<file path="src/rtl/cacheline_arbiter.sv">
// Two-port (I-cache / D-cache) arbiter in front of a single cacheline adaptor.
// Round-robin under contention, one transaction at a time, all outputs registered.
module cacheline_arbiter #(
  parameter int LINE_W = 256,
  parameter int ADDR_W = 32
) (
  input  logic              clk,
  input  logic              reset,
  input  logic [ADDR_W-1:0] i_addr,
  input  logic              i_read,
  output logic [LINE_W-1:0] i_rdata,
  output logic              i_resp,
  input  logic [ADDR_W-1:0] d_addr,
  input  logic              d_read,
  input  logic              d_write,
  input  logic [LINE_W-1:0] d_wdata,
  output logic [LINE_W-1:0] d_rdata,
  output logic              d_resp,
  output logic [ADDR_W-1:0] m_addr,
  output logic              m_read,
  output logic              m_write,
  output logic [LINE_W-1:0] m_wdata,
  input  logic [LINE_W-1:0] m_rdata,
  input  logic              m_resp
);

  typedef enum logic [1:0] {IDLE, SERVE_I, SERVE_D, RELEASE} state_t;

  state_t            state_q, state_d;
  logic              last_d_q, last_d_d;
  logic [ADDR_W-1:0] m_addr_q, m_addr_d;
  logic              m_read_q, m_read_d;
  logic              m_write_q, m_write_d;
  logic [LINE_W-1:0] m_wdata_q, m_wdata_d;
  logic [LINE_W-1:0] i_rdata_q, i_rdata_d;
  logic [LINE_W-1:0] d_rdata_q, d_rdata_d;
  logic              i_resp_q, i_resp_d;
  logic              d_resp_q, d_resp_d;
  logic              d_req, grant_d;

  assign d_req = d_read | d_write;

  always_comb begin
    state_d   = state_q;
    last_d_d  = last_d_q;
    m_addr_d  = m_addr_q;
    m_read_d  = m_read_q;
    m_write_d = m_write_q;
    m_wdata_d = m_wdata_q;
    i_rdata_d = i_rdata_q;
    d_rdata_d = d_rdata_q;
    i_resp_d  = 1'b0;
    d_resp_d  = 1'b0;
    grant_d   = 1'b0;
    case (state_q)
      IDLE: begin
        // under contention D wins unless D was the last port served
        grant_d = d_req & (~i_read | ~last_d_q);
        if (grant_d) begin
          state_d   = SERVE_D;
          m_addr_d  = d_addr;
          m_write_d = d_write;
          m_read_d  = ~d_write;
          if (d_write) m_wdata_d = d_wdata;
        end else if (i_read) begin
          state_d   = SERVE_I;
          m_addr_d  = i_addr;
          m_read_d  = 1'b1;
          m_write_d = 1'b0;
        end
      end
      SERVE_I: begin
        if (m_resp) begin
          state_d   = RELEASE;
          m_read_d  = 1'b0;
          m_write_d = 1'b0;
          i_rdata_d = m_rdata;
          i_resp_d  = 1'b1;
          last_d_d  = 1'b0;
        end
      end
      SERVE_D: begin
        if (m_resp) begin
          state_d   = RELEASE;
          m_read_d  = 1'b0;
          m_write_d = 1'b0;
          if (m_read_q) d_rdata_d = m_rdata;
          d_resp_d  = 1'b1;
          last_d_d  = 1'b1;
        end
      end
      // one dead cycle lets the served cache drop its request before re-arbitration
      RELEASE: state_d = IDLE;
      default: state_d = IDLE;
    endcase
  end

  always_ff @(posedge clk) begin
    if (reset) begin
      state_q   <= IDLE;
      last_d_q  <= 1'b0;
      m_addr_q  <= '0;
      m_read_q  <= 1'b0;
      m_write_q <= 1'b0;
      m_wdata_q <= '0;
      i_rdata_q <= '0;
      d_rdata_q <= '0;
      i_resp_q  <= 1'b0;
      d_resp_q  <= 1'b0;
    end else begin
      state_q   <= state_d;
      last_d_q  <= last_d_d;
      m_addr_q  <= m_addr_d;
      m_read_q  <= m_read_d;
      m_write_q <= m_write_d;
      m_wdata_q <= m_wdata_d;
      i_rdata_q <= i_rdata_d;
      d_rdata_q <= d_rdata_d;
      i_resp_q  <= i_resp_d;
      d_resp_q  <= d_resp_d;
    end
  end

  assign m_addr  = m_addr_q;
  assign m_read  = m_read_q;
  assign m_write = m_write_q;
  assign m_wdata = m_wdata_q;
  assign i_rdata = i_rdata_q;
  assign d_rdata = d_rdata_q;
  assign i_resp  = i_resp_q;
  assign d_resp  = d_resp_q;

endmodule

</file>
<file path="config.mk">
export PLATFORM = sky130hd
export DESIGN_NAME = cacheline_arbiter
export DESIGN_NICKNAME = d
export VERILOG_FILES = /design/src/rtl/cacheline_arbiter.sv
export SDC_FILE = /design/constraint.sdc
export NUM_CORES = 2
export LEC_CHECK = 0
export BUFFER_PORTS_ARGS = -buffer_cell sky130_fd_sc_hd__buf_2
export CORE_AREA = 5 5 539 541
export CTS_CLUSTER_SIZE = 28
export DETAILED_ROUTE_END_ITERATION = 10
export DIE_AREA = 0 0 544 546
export SLEW_MARGIN = 20
export SYNTH_ARGS = -nofsm -noshare
export SYNTH_HDL_FRONTEND = slang
export SYNTH_SLANG_ARGS = --single-unit
</file>
<file path="constraint.sdc">
create_clock -name clk -period 2.9 [get_ports clk]
set_input_delay 0 -clock clk [delete_from_list [all_inputs] [get_ports clk]]
set_output_delay 0 -clock clk [all_outputs]
set_load 0.02 [all_outputs]
</file>
==> reports/results.tsv <==
stage	metric	value	unit
floorplan	die_area	297000	sq um
grt	grt_pass1_vias	36720	
final_layout	final_area	54900	sq um
routing	drtIter0Drc	3455	
final_layout	area_growth_syn_to_layout	91.3	%
routing	via_per_inst	3.80	
final_layout	fin_nets	6575	
clocking	htree_levels	3	
timing	rsz0062_at_grt	false	
critical_path	end_kind	flop	
timing	fin_crit_sh	0.949	
power_and_ir_drop	p_sw	14500	uW
routing	top_layer	met5	
timing	final_hold_viol_count	0	
floorplan	die_x	544	um
logic_synthesis	synth_cell_types	30	
clocking	clock_sinks	807	
clocking	clkSlewWorstSetupHoldPaths	0.06	ns
place	post_dp_cell_area	40000	sq um
timing	max_clock_freq	363	MHz
timing	worst_pin_slew	1.00	ns
clocking	clock-root-buffer	clkbuf_16	
place	place_congestion	0.946	
grt	grt_overflow	0	
critical_path	required	3.58	ns
timing	relSlewSlack	0.331	
power_and_ir_drop	leakage	0.0224	uW
routing	post-route-drc-count	0	
timing	period_needed	2.75	ns
critical_path	path_max_fanout	83	
power_and_ir_drop	pwr-share-clk	0.339	
critical_path	worstSetupPathType	flop to flop	
grt	grt_start_max_net_pins	128	
critical_path	cp-start-kind	flop	
floorplan	std_cell_rows	196	
logic_synthesis	synth_area	28700	sq um
place	dpl.hpwl	182000	um
clocking	clk_path_buf_depth	4	
timing	maxSlewViolCount	0	
routing	wl_met3	31900	um
power_and_ir_drop	swShare	0.373	
timing	finalClockSkew	0.0504	ns
clocking	tritoncts	done	
logic_synthesis	syn_nets	4197	
routing	postRouteAntennaNets	0	
final_layout	layout_commonest_cell	buf_2	
timing	tns	0	ns
min_path	hold_path.class	primary input to flop	
place	io_buffer_count	1385	
status	status	complete, no violations	
logic_synthesis	syn_inst	3612	
routing	num_vias	37587	
logic_synthesis	yosysWarnings	0	
routing	route.met2.wl	103000	um
routing	wl_per_cell	23.8	um
floorplan	start_util	0.101	
power_and_ir_drop	combPwrFrac	0.320	
grt	antenna_found_initial	148	
critical_path	crit_arrival	3.43	ns
routing	drt-met1-wl	86800	um
floorplan	coreArea	284000	sq um
power_and_ir_drop	max-vdd-ir-drop	0.641	mV
routing	firstDrtPassIters	9	
floorplan	die_h	546	um
final_layout	final_cell_mix	buf_2 (1384), dlygate4sd3_1 (1129), nand2_1 (1090), dfxtp_1 (807), a21oi_1 (772)	
timing	setup_viol	0	
logic_synthesis	ys_seq_area_frac	0.563	
floorplan	ios	1386	
clocking	clk_latency	0.80	ns
grt	grt_usage	0.149	
power_and_ir_drop	powerDensity	710	nW/um^2
logic_synthesis	synth_seq_cells	807	
run	drv_cap	0	
logic_synthesis	syn_area_per_cell	7.95	sq um
clocking	cts_made_buffers	103	
grt	grt_pass1_wl	310000	um
final_layout	drive_gt1_frac	0.272	
power_and_ir_drop	p_int	24400	uW
routing	drt_wl_total	235000	um
power_and_ir_drop	pwr-share-seq	0.341	
-- stage by stage --
| stage | worst slack, ns | utilization | total power, uW | hold slack [ns] | cells |
|---|---|---|---|---|---|
| floorplan | 1.35 | - | 18600 | 0.136 | 3612 |
| global placement | 0.783 | 0.141 | 24100 | 0.252 | 8517 |
| detailed placement | 0.792 | 0.141 | 24100 | 0.259 | 8517 |
| CTS | 0.0980 | 0.192 | 39400 | 0.000586 | 9826 |
| global route | 0.0557 | 0.193 | 40900 | 0.0125 | 9870 |
| finish | 0.147 | 0.193 | 39000 | 0.0850 | 9894 |
-- power groups by stage --
| stage | combinational (uW) | clock [uW] | sequential, uW |
|---|---|---|---|
| final | 12500 | 13200 | 13300 |
| after global routing | 13400 | 14000 | 13400 |
| after CTS | 12500 | 13700 | 13200 |
| after detailed placement | 10700 | 0 | 13400 |
| after global placement | 10700 | 0 | 13400 |
| after floorplan | 3580 | 0 | 15100 |
-- per-layer routing --
layer,vias to the layer above,track usage
li1,16931,-
met3,615,0.0785
met1,17732,0.164
met2,2229,0.235
met5,-,0
met4,80,0.0703
-- flip-flops by register name, indices dropped and copies added (netlist names) --
name      cells
m_wdata     256
m_addr       32
m_read        1
d_rdata     256
last_d_q      1
m_write       1
i_resp        1
state_q       2
i_rdata     256
d_resp        1
-- worst paths after layout --
| check | start | end | slack [ns] | cells past startpoint |
|---|---|---|---|---|
| worst min register to register | d_rdata[232] | d_rdata[232] | 0.45 | 2 |
| worst max register to register | last_d_q | m_wdata[231] | 0.15 | 6 |
| worst max-delay path | last_d_q | m_wdata[231] | 0.15 | 6 |
| worst min-delay path | d_wdata[159] | m_wdata[159] | 0.08 | 4 |
-- synth_stat cells (all sizes together) --
master,number,area (sq um)
nand2,1093,4100
dfxtp,807,16200
a21oi,772,3860
o21ai,290,1450
nand3,257,1290
clkbuf,176,664
buf,156,758
a31oi,32,200
inv,5,18.8
and2,3,18.8
ha,3,37.5
nor2,3,11.3
o31a,2,17.5
a211o,1,8.76
a211oi,1,7.51
a21boi,1,7.51
a21o,1,7.51
a2bb2oi,1,15.0
and3,1,6.26
mux2i,1,10.0
nor2b,1,6.26
nor4b,1,15.0
o21bai,1,7.51
o221a,1,11.3
o2bb2ai,1,8.76
or3,1,6.26
-- timing repair --
item,in CTS,in global routing
setup endpoints to repair,0,19
endpoints found under the hold margin,807,0
buffers inserted,0,0
hold buffers,1129,0
resized for setup,0,1
-- kinds of logic after synthesis --
| family | synth area share |
|---|---|
| compound gates | 0.195 |
| fa+ha+maj | 0.00131 |
| buf+inv | 0.0502 |
| flops | 0.563 |
| mux | 0.000349 |
| simple gates | 0.190 |
-- critical path, stage by stage (launching register included) --
cell           delay (ns)
dfxtp_1              0.57
nand2_4              0.33
buf_12               0.29
nand3_1              0.13
dlygate4sd3_1        0.58
a21oi_1              0.07
dlygate4sd3_1        0.60
-- layout make-up --
cell class | count | area (sq um)
clock inverter | 42 | 538
fill | 31355 | 230000
clock buffer | 138 | 2870
multi-input combinational | 2469 | 11200
antenna | 67 | 168
sequential | 807 | 16200
inverter | 5 | 18.8
timing repair buffer | 2604 | 19300
tap | 3762 | 4710
Note: power is estimated with default switching activity, not from simulation.
